$ cat config.mk
export PLATFORM = sky130hd
export DESIGN_NAME = rv32_mmio_gpio_flat
export DESIGN_NICKNAME = d
export VERILOG_FILES = /design/src/rtl/rv32_mmio_pkg.sv /design/src/rtl/rv32_mmio_gpio_if.sv /design/src/rtl/rv32_mmio_timer.sv /design/src/rtl/rv32_mmio_gpio.sv /design/src/flat_wrapper.sv
export SDC_FILE = /design/constraint.sdc
export NUM_CORES = 1
export LEC_CHECK = 0
export CELL_PAD_IN_SITES_DETAIL_PLACEMENT = 1
export CELL_PAD_IN_SITES_GLOBAL_PLACEMENT = 2
export CORE_MARGIN = 8
export CORE_UTILIZATION = 33
export CTS_CLUSTER_SIZE = 25
export DETAILED_ROUTE_END_ITERATION = 6
export PLACE_DENSITY_LB_ADDON = 0.12
export RECOVER_POWER = 100
export SKIP_CTS_REPAIR_TIMING = 1
export SYNTH_ARGS = -nofsm -noshare
export SYNTH_HDL_FRONTEND = slang
export SYNTH_SLANG_ARGS = --single-unit
$ cat constraint.sdc
create_clock -name clk -period 2.75 [get_ports clk]
set_clock_uncertainty 0.15 [all_clocks]
set_input_delay 0.275 -clock clk [delete_from_list [all_inputs] [get_ports clk]]
set_output_delay 0.275 -clock clk [all_outputs]
set_load 0.005 [all_outputs]
$ cat src/rtl/rv32_mmio_pkg.sv
// Shared definitions for the rv32 MMIO GPIO responder: register offsets, bit indices, bundles.
// Latency: n/a (types and constants only).
// Backpressure: n/a.
package rv32_mmio_pkg;

  // Byte offsets inside the 32-byte register window
  localparam logic [4:0] OFS_LED_OUT = 5'h00;
  localparam logic [4:0] OFS_LED_SET = 5'h04;
  localparam logic [4:0] OFS_LED_CLR = 5'h08;
  localparam logic [4:0] OFS_LED_TGL = 5'h0C;
  localparam logic [4:0] OFS_TIMER   = 5'h10;
  localparam logic [4:0] OFS_CTRL    = 5'h14;
  localparam logic [4:0] OFS_CMP     = 5'h18;
  localparam logic [4:0] OFS_STATUS  = 5'h1C;

  localparam logic [31:0] WINDOW_BYTES = 32'h20;

  // CTRL / STATUS bit positions
  localparam int CTRL_EN        = 0;
  localparam int CTRL_AUTOBLINK = 1;
  localparam int STATUS_MATCH   = 0;

  typedef struct packed {
    logic        we;
    logic [31:0] addr;
    logic [31:0] wdata;
    logic [3:0]  wstrb;
  } req_t;

  typedef struct packed {
    logic [31:0] rdata;
    logic        err;
  } rsp_t;

  // Expand per-byte write strobes into a 32-bit bit mask
  function automatic logic [31:0] strb_mask(input logic [3:0] strb);
    return {{8{strb[3]}}, {8{strb[2]}}, {8{strb[1]}}, {8{strb[0]}}};
  endfunction

endpackage

$ cat src/rtl/rv32_mmio_gpio_if.sv
// Load/store port between the priRV32 core (master) and an MMIO responder (slave).
// Latency: n/a (wires only).
// Backpressure: req_valid/req_ready for requests, rsp_valid/rsp_ready for responses.
// Signals: req_valid/req_ready/req_we/req_addr/req_wdata/req_wstrb, rsp_valid/rsp_ready/rsp_rdata/rsp_err.
interface rv32_mmio_gpio_if;
  logic        req_valid;
  logic        req_ready;
  logic        req_we;
  logic [31:0] req_addr;
  logic [31:0] req_wdata;
  logic [3:0]  req_wstrb;
  logic        rsp_valid;
  logic        rsp_ready;
  logic [31:0] rsp_rdata;
  logic        rsp_err;

  modport master (
    output req_valid, req_we, req_addr, req_wdata, req_wstrb, rsp_ready,
    input  req_ready, rsp_valid, rsp_rdata, rsp_err
  );

  modport slave (
    input  req_valid, req_we, req_addr, req_wdata, req_wstrb, rsp_ready,
    output req_ready, rsp_valid, rsp_rdata, rsp_err
  );
endinterface

$ cat src/rtl/rv32_mmio_timer.sv
// Free-running compare timer: counts while enabled, wraps to 0 after reaching CMP (period CMP+1).
// Latency: match is combinational on the current TIMER/CMP; register writes land on the next edge.
// Backpressure: none; a software write to TIMER overrides both the increment and the wrap.
// Ports: clk, rst_n, en, tmr_we/tmr_wdata, cmp_we/cmp_wdata -> timer, cmp, match.
module rv32_mmio_timer (
  input  logic        clk,
  input  logic        rst_n,
  input  logic        en,
  input  logic        tmr_we,
  input  logic [31:0] tmr_wdata,
  input  logic        cmp_we,
  input  logic [31:0] cmp_wdata,
  output logic [31:0] timer,
  output logic [31:0] cmp,
  output logic        match
);

  logic [31:0] timer_q;
  logic [31:0] cmp_q;

  // High during the cycle whose closing edge performs the wrap
  assign match = en && (timer_q == cmp_q);

  always_ff @(posedge clk or negedge rst_n) begin
    if (!rst_n) begin
      timer_q <= '0;
    end else if (tmr_we) begin
      timer_q <= tmr_wdata;
    end else if (match) begin
      timer_q <= '0;
    end else if (en) begin
      timer_q <= timer_q + 32'd1;
    end
  end

  always_ff @(posedge clk or negedge rst_n) begin
    if (!rst_n) begin
      cmp_q <= 32'hFFFF_FFFF;
    end else if (cmp_we) begin
      cmp_q <= cmp_wdata;
    end
  end

  assign timer = timer_q;
  assign cmp   = cmp_q;

endmodule

$ cat src/rtl/rv32_mmio_gpio.sv
// MMIO responder for the priRV32 load/store port: LED set/clear/toggle regs plus a blink timer.
// Latency: one response per accepted request, rsp_valid the edge after acceptance.
// Backpressure: req_ready = !rsp_valid || rsp_ready; a stalled response holds rsp_* stable.
// Ports: clk, rst_n, bus (rv32_mmio_gpio_if.slave), led[LED_W-1:0].
module rv32_mmio_gpio
  import rv32_mmio_pkg::*;
#(
  parameter logic [31:0]      BASE_ADDR = 32'h1000_0000,
  parameter int unsigned      LED_W     = 8,
  parameter logic [LED_W-1:0] LED_RST   = '0
) (
  input  logic             clk,
  input  logic             rst_n,
  rv32_mmio_gpio_if.slave  bus,
  output logic [LED_W-1:0] led
);

  req_t             req;
  rsp_t             rsp_d;
  rsp_t             rsp_q;
  logic             rsp_valid_q;
  logic             accept;
  logic [31:0]      offset;
  logic [4:0]       ofs;
  logic             dec_err;
  logic             wr;
  logic [31:0]      wmask;
  logic [31:0]      wdm;
  logic [31:0]      rdata_mux;
  logic [31:0]      led_ext;
  logic [LED_W-1:0] led_q;
  logic [LED_W-1:0] led_sw;
  logic [LED_W-1:0] led_d;
  logic             sw_led0;
  logic             ctrl_en_q;
  logic             ctrl_ab_q;
  logic             match_q;
  logic [31:0]      timer_val;
  logic [31:0]      cmp_val;
  logic             match_pulse;
  logic             tmr_we;
  logic             cmp_we;
  logic [31:0]      tmr_wdata;
  logic [31:0]      cmp_wdata;

  assign req = '{we: bus.req_we, addr: bus.req_addr, wdata: bus.req_wdata, wstrb: bus.req_wstrb};

  assign bus.req_ready = !rsp_valid_q || bus.rsp_ready;
  assign accept        = bus.req_valid && bus.req_ready;

  // Addresses below BASE_ADDR wrap to huge offsets and fall out of the window
  assign offset  = req.addr - BASE_ADDR;
  assign ofs     = offset[4:0];
  assign dec_err = (offset >= WINDOW_BYTES) || (req.addr[1:0] != 2'b00);

  // Only error-free stores with at least one lane enabled have side effects
  assign wr    = accept && req.we && !dec_err && (req.wstrb != 4'b0000);
  assign wmask = strb_mask(req.wstrb);
  assign wdm   = req.wdata & wmask;

  always_comb begin
    led_ext             = '0;
    led_ext[LED_W-1:0]  = led_q;
  end

  // Read mux uses current register values, i.e. before this edge's updates
  always_comb begin
    rdata_mux = '0;
    case (ofs)
      OFS_LED_OUT: rdata_mux = led_ext;
      OFS_TIMER:   rdata_mux = timer_val;
      OFS_CTRL: begin
        rdata_mux[CTRL_EN]        = ctrl_en_q;
        rdata_mux[CTRL_AUTOBLINK] = ctrl_ab_q;
      end
      OFS_CMP:     rdata_mux = cmp_val;
      OFS_STATUS:  rdata_mux[STATUS_MATCH] = match_q;
      default:     rdata_mux = '0;
    endcase
  end

  // Software LED update; sw_led0 flags that this store actually drives led[0],
  // in which case it wins over the autoblink toggle.
  always_comb begin
    led_sw  = led_q;
    sw_led0 = 1'b0;
    if (wr) begin
      case (ofs)
        OFS_LED_OUT: begin
          led_sw  = (led_q & ~wmask[LED_W-1:0]) | wdm[LED_W-1:0];
          sw_led0 = wmask[0];
        end
        OFS_LED_SET: begin
          led_sw  = led_q | wdm[LED_W-1:0];
          sw_led0 = wdm[0];
        end
        OFS_LED_CLR: begin
          led_sw  = led_q & ~wdm[LED_W-1:0];
          sw_led0 = wdm[0];
        end
        OFS_LED_TGL: begin
          led_sw  = led_q ^ wdm[LED_W-1:0];
          sw_led0 = wdm[0];
        end
        default: ;
      endcase
    end
    led_d = led_sw;
    if (ctrl_ab_q && match_pulse && !sw_led0) begin
      led_d[0] = ~led_q[0];
    end
  end

  always_ff @(posedge clk or negedge rst_n) begin
    if (!rst_n) begin
      led_q     <= LED_RST;
      ctrl_en_q <= 1'b0;
      ctrl_ab_q <= 1'b0;
      match_q   <= 1'b0;
    end else begin
      led_q <= led_d;
      if (wr && (ofs == OFS_CTRL) && req.wstrb[0]) begin
        ctrl_en_q <= req.wdata[CTRL_EN];
        ctrl_ab_q <= req.wdata[CTRL_AUTOBLINK];
      end
      // Hardware set has priority over a same-edge W1C
      if (match_pulse) begin
        match_q <= 1'b1;
      end else if (wr && (ofs == OFS_STATUS) && wdm[STATUS_MATCH]) begin
        match_q <= 1'b0;
      end
    end
  end

  assign tmr_we    = wr && (ofs == OFS_TIMER);
  assign cmp_we    = wr && (ofs == OFS_CMP);
  assign tmr_wdata = (timer_val & ~wmask) | wdm;
  assign cmp_wdata = (cmp_val & ~wmask) | wdm;

  rv32_mmio_timer u_timer (
    .clk       (clk),
    .rst_n     (rst_n),
    .en        (ctrl_en_q),
    .tmr_we    (tmr_we),
    .tmr_wdata (tmr_wdata),
    .cmp_we    (cmp_we),
    .cmp_wdata (cmp_wdata),
    .timer     (timer_val),
    .cmp       (cmp_val),
    .match     (match_pulse)
  );

  always_comb begin
    rsp_d.err   = dec_err;
    rsp_d.rdata = (dec_err || req.we) ? 32'd0 : rdata_mux;
  end

  // Response register: loads on accept, clears when drained, otherwise holds
  always_ff @(posedge clk or negedge rst_n) begin
    if (!rst_n) begin
      rsp_valid_q <= 1'b0;
      rsp_q       <= '0;
    end else if (accept) begin
      rsp_valid_q <= 1'b1;
      rsp_q       <= rsp_d;
    end else if (bus.rsp_ready) begin
      rsp_valid_q <= 1'b0;
    end
  end

  assign bus.rsp_valid = rsp_valid_q;
  assign bus.rsp_rdata = rsp_q.rdata;
  assign bus.rsp_err   = rsp_q.err;
  assign led           = led_q;

endmodule

$ cat src/flat_wrapper.sv
// flat-port wrapper written by rule: the top's interface ports become plain ports
module rv32_mmio_gpio_flat import rv32_mmio_pkg::*;
#(
  parameter logic [31:0]      BASE_ADDR = 32'h1000_0000,
  parameter int unsigned      LED_W     = 8,
  parameter logic [LED_W-1:0] LED_RST   = '0
)
  (clk, rst_n, led, bus_req_valid, bus_req_we, bus_req_addr, bus_req_wdata, bus_req_wstrb, bus_rsp_ready, bus_req_ready, bus_rsp_valid, bus_rsp_rdata, bus_rsp_err);
  rv32_mmio_gpio_if bus_i ();
  input  logic clk;
  input  logic rst_n;
  output logic [LED_W-1:0] led;
  input wire logic [$bits(bus_i.req_valid)-1:0] bus_req_valid;
  input wire logic [$bits(bus_i.req_we)-1:0] bus_req_we;
  input wire logic [$bits(bus_i.req_addr)-1:0] bus_req_addr;
  input wire logic [$bits(bus_i.req_wdata)-1:0] bus_req_wdata;
  input wire logic [$bits(bus_i.req_wstrb)-1:0] bus_req_wstrb;
  input wire logic [$bits(bus_i.rsp_ready)-1:0] bus_rsp_ready;
  output wire logic [$bits(bus_i.req_ready)-1:0] bus_req_ready;
  output wire logic [$bits(bus_i.rsp_valid)-1:0] bus_rsp_valid;
  output wire logic [$bits(bus_i.rsp_rdata)-1:0] bus_rsp_rdata;
  output wire logic [$bits(bus_i.rsp_err)-1:0] bus_rsp_err;
  assign bus_i.req_valid = bus_req_valid;
  assign bus_i.req_we = bus_req_we;
  assign bus_i.req_addr = bus_req_addr;
  assign bus_i.req_wdata = bus_req_wdata;
  assign bus_i.req_wstrb = bus_req_wstrb;
  assign bus_i.rsp_ready = bus_rsp_ready;
  assign bus_req_ready = bus_i.req_ready;
  assign bus_rsp_valid = bus_i.rsp_valid;
  assign bus_rsp_rdata = bus_i.rsp_rdata;
  assign bus_rsp_err = bus_i.rsp_err;
  rv32_mmio_gpio #(.BASE_ADDR(BASE_ADDR), .LED_W(LED_W), .LED_RST(LED_RST)) u_core (.clk(clk), .rst_n(rst_n), .bus(bus_i), .led(led));
endmodule
**Word level (Yosys, flattened, before mapping)**

Cells that the tools add are included.

- Mux-type cells: 16
- Reduce and logical (&&, ||, !) cells: 31
- $add $sub $neg: 2
- Bitwise gates (word level): 14
- Equality and inequality tests: 8
- $lt $le $gt $ge: 1

Operators by type and width:

| kind | count |
|---|---|
| 32-bit 2-to-1 mux | 4 |
| 32-bit bitwise AND | 3 |
| 30-bit one-hot mux with 3 select lines | 1 |
| 32-bit bitwise OR | 2 |
| 32-bit by 1-bit adder with 32-bit output (second input constant) | 1 |
| 32-bit == test | 1 |
| 32-bit by 6-bit >= comparator with 1-bit output (second input constant) | 1 |
| 32-bit inverter | 1 |
| 8-bit one-hot mux with 4 select lines | 1 |
| 32-bit by 29-bit subtractor with 32-bit output (second input constant) | 1 |
| 5-bit == test (second input constant) | 4 |
| 8-bit bitwise AND | 2 |
| 8-bit inverter | 2 |
| 8-bit bitwise OR | 2 |
| 1-bit logical AND | 13 |
| 5-bit by 4-bit == test with 1-bit output (second input constant) | 2 |
| 2-bit nonzero test | 4 |
| 4-bit nonzero test | 2 |
| 8-bit bitwise XOR | 1 |
| 1-bit 2-to-1 mux | 7 |
| 5-bit by 3-bit == test with 1-bit output (second input constant) | 1 |
| 5-bit logical NOT | 1 |
| 1-bit one-hot mux with 5 select lines | 1 |
| 5-bit nonzero test | 1 |
| 8 further kinds | 13 |

- Flip-flop bits (word level): 109
- Word-level logic and storage cells: 82
- Output and inout bits: 43

**Depth between registers and ports, before layout**

- Depth in word-level cells: 11
- Depth in mapped cells: 9
- Depth with buffers taken out: 7

**Modules after synthesis**

Synthesis repeated with hierarchy kept, for this count alone.

- Cells, all modules: 821
- Area, all modules: 7,008.0 um^2

Modules (own cells, without submodules):

| module | cells each | area an instance (um^2) | times used |
|---|---|---|---|
| rv32_mmio_timer | 386 | 3,831.2 | 1 |
| rv32_mmio_gpio | 435 | 3,176.8 | 1 |

**Worst setup path after synthesis**

OpenSTA, ideal clock, no wires.

- Kind: input -> register
- From: input bus_req_addr[15]
- To: register with a tool-made name
- Data required time: 2.460 ns
- Setup slack: 0.482 ns
- Path buffers: 2
- Data arrival time: 1.978 ns
- Cell stages on the path: 7
- Cells stage by stage: nor3_1 -> nand4_4 -> or4_4 -> buf_6 -> buf_6 -> a32oi_1 -> o221ai_1

RTL lines:

| element | RTL line | text |
|---|---|---|
| from (decl) | flat_wrapper.sv:15 | `input wire logic [$bits(bus_i.req_addr)-1:0] bus_req_addr;` |

==> results.rst <==
.. list-table::
   :header-rows: 1

   * - Metric
     - Value
   * - Result of the run
     - finished, final reports clean
   * - Number of global-route vias before repair
     - 7,174
   * - Slew margin rel.
     - around 17%
   * - Total Routed Length
     - roughly 26 mm
   * - # DRC
     - 0
   * - Starting Density
     - 33.4%
   * - Vias
     - between 6,000 and 7,000
   * - Finished layout cell area
     - 8890 um2
   * - Drt first-iter violations
     - approximately 330
   * - Net count of the mapped netlist
     - 791
   * - Highest ir drop seen on vdd
     - 0.000266 V
   * - FMAX
     - 383 MHz
   * - Proportion of netlist area held by the largest area contributor
     - around 29%
   * - Buffers & Inverters on Critical Path
     - 1
   * - Top-Level Pins
     - 116
   * - Port-buffer cells
     - 115
   * - Dominant cells by area after synthesis
     - dfrtp_1, dfstp_2, nand2_1
   * - Maximum Capacitance Violations
     - 0
   * - Number of warnings reported in the yosys synthesis log
     - 0
   * - Endpoint kind of the worst setup timing path
     - register
   * - Async set or reset register ratio after synthesis
     - 100%
   * - Post-Syn Area
     - around 6700 um2
   * - Number of sinks on the clock net
     - 109
   * - Cell with the largest stage delay on the worst path
     - dfstp_2
   * - Routed length per instance
     - 23.1 um
   * - Number of standard-cell rows in the floorplan
     - 52
   * - Global-route total usage across every layer
     - 21.9%
   * - Clock-pin slew on the worst setup and hold paths
     - 70 ps
   * - Net count reported at finish
     - 953
   * - Post-detailed-placement half-perimeter wirelength
     - approximately 20 mm
   * - CP max FO
     - 18
   * - Clock buffers created by TritonCTS
     - 9
   * - Htree depth
     - 3
   * - Clock network latency to the later pin of the worst-skew pair
     - 370 ps
   * - Placed cell areas
     - 8640 um2
   * - WHS Path Cells
     - 2
   * - Number of flops mapped to enable cells by yosys
     - 0
   * - Number of detailed-route iterations in the first pass
     - 5
   * - Number of standard cells after synthesis
     - about 700
   * - FF+latch count, synth
     - 109
   * - Dominant synthesized flop cell
     - dfrtp_1
   * - WP data arrival
     - 2700 ps
   * - Root buf cell
     - clkbuf_16
   * - Final ANT Viol Nets
     - 0
   * - Endpoint with the worst hold slack
     - u_core.bus.rsp_rdata[31]
   * - Placer's final routability congestion estimate
     - approximately 0.88
   * - Sum of overflow across all layers after global routing
     - 0
   * - Minimum setup slack among reg-to-reg paths
     - approximately 140 ps
   * - Final setup fails
     - 0
   * - Core region area
     - ~20,000 um2
   * - Layout cells sized above 1
     - around 22%
   * - Number of antenna violations at the first check in global routing
     - 0
   * - Required time of the critical path
     - between 2000 and 3000 ps
   * - Portion of the post-synthesis area used by sequential elements
     - 41.4%
   * - Most area-hungry cell type in the Yosys netlist
     - dfrtp_1
   * - Floorplan die height
     - 158 um
   * - Aggregate negative setup slack
     - 0 ps
   * - Most common cell after layout, fill and taps aside
     - nand2_1
   * - Slowest stage delay, CP
     - approximately 570 ps
   * - Critical path class
     - reg -> reg
   * - Logic depth of the worst register-to-register path
     - 7
   * - Actual transition at the worst max-transition pin
     - 1250 ps
   * - Number of pins with negative max-slew slack in the final report
     - 0
   * - Buffer levels on the longest clock path
     - 2
   * - Layout area overhead
     - 32.8%
   * - Worst-case setup slack after placement
     - -162 ps
   * - Wire length of the first global-routing pass
     - between 40 and 50 mm
   * - Sequence of cells on the critical path
     - xnor2_1, nand4_1, nor4_2, nand3_2, buf_4, a222oi_1, nand2_1
   * - Detailed-route vias per instance
     - 5.66
   * - Largest net degree at the start of global routing
     - 46
   * - Worst setup margin
     - around 140 ps
   * - Kind of start point of the critical path
     - register
   * - Startpoint of the lowest-slack hold path
     - u_core.bus.rsp_rdata[31]
   * - Post-route minimum period
     - between 2000 and 3000 ps
   * - Antenna cells
     - 0
   * - DIE AREA
     - between 20,000 and 30,000 um2
   * - Power density over the cells
     - 354 nW/um2
   * - Die Width
     - 158 um
   * - Number of hold violations in the final report
     - 0
   * - Highest-count cells in the layout ignoring fill and taps
     - nand2_1, dfrtp_1, clkdlybuf4s50_1, buf_4, o21ai_0
   * - Portion of the clock cycle consumed by the worst path in the final layout
     - 94.9%
   * - Class of the tightest hold or removal check
     - reg -> reg
   * - Leak pwr
     - between 3 and 4 nW
   * - Unique cell type count in the Yosys netlist
     - 71
   * - Cell type group with the largest total delay on the critical path
     - simple AND/OR/NAND/NOR gates
   * - Mean Syn Cell Area
     - around 9.4 um2
   * - Fin Hold WS
     - 322 ps
   * - TritonCTS clock tree
     - built
-- power breakdown --
group / switching, mW / internal (mW)
Sequential: 0.000397 / 1.60
Combinational: 0.143 / 0.132
Clock: 0.641 / 0.622
-- synthesized netlist by cell type (4+ instances only) --
| master | count |
|---|---|
| and2_1 | 5 |
| nor3_1 | 14 |
| nor2_1 | 25 |
| nand3_1 | 26 |
| nor4_4 | 4 |
| nand2_2 | 4 |
| inv_1 | 16 |
| xnor2_1 | 31 |
| and3_1 | 13 |
| a32oi_1 | 8 |
| nand4_1 | 24 |
| mux2i_1 | 4 |
| or4_1 | 7 |
| nand2_1 | 93 |
| a22o_1 | 6 |
| ha_1 | 9 |
| a21oi_1 | 20 |
| mux2_2 | 31 |
| clkbuf_2 | 4 |
| o21ai_0 | 57 |
| dfstp_2 | 32 |
| a31oi_1 | 9 |
| clkbuf_1 | 30 |
| a22oi_1 | 43 |
| o221ai_1 | 5 |
| a311oi_1 | 4 |
| buf_2 | 10 |
| o211ai_1 | 7 |
| dfrtp_1 | 77 |
| or3_1 | 7 |
| a211oi_1 | 9 |
| nand2b_1 | 5 |
| nor4_1 | 11 |
-- cell type report --
type,count,area (um2)
multi-input combinational,537,3690
timing repair buffer,198,1760
sequential,109,2770
tap,270,338
inverter,16,60.1
clock inverter,3,23.8
fill,2339,11200
clock buffer,13,240
-- logic make-up after synthesis --
kind of cell	synth area share (%)
multiplexers	6.32
XOR/XNOR	4.19
flip-flops	41.4
AO/OA/AOI/OAI	19.9
buffers and inverters	4.08
adder cells (fa/ha/maj)	1.68
AND/OR/NAND/NOR	22.5
-- worst max-delay path by stage --
stage                           from       end  cells past startpoint
floorplan           bus_req_addr[15]  register                      7
global placement    bus_req_addr[30]  register                     10
detailed placement   bus_req_addr[7]  register                     10
CTS                         register  register                      7
global route                register  register                      7
finish                      register  register                      7
-- tightest hold or removal path, delay by kind of cell, from the launching register on --
kind,cells,cell delay [ps]
AOI/OAI and AO/OA,1,60
DFF,1,340
and+or+nand+nor,1,40
-- metal layers --
metal | wire length [um] | GRT usage, %
met1 | 11000 | 26.2
met5 | 0 | 0
met3 | 1270 | 4.23
met4 | 557 | 6.83
met2 | 13700 | 38.8
-- metrics by stage --
stage / utilization [%] / power (mW) / instances
floorplan: - / 1.70 / 709
global placement: 43.1 / 1.91 / 1129
detailed placement: 43.1 / 1.92 / 1129
CTS: 44.4 / 3.19 / 1145
global route: 44.3 / 3.27 / 1146
finish: 44.3 / 3.14 / 1146
(Power assumes the default switching activity.)
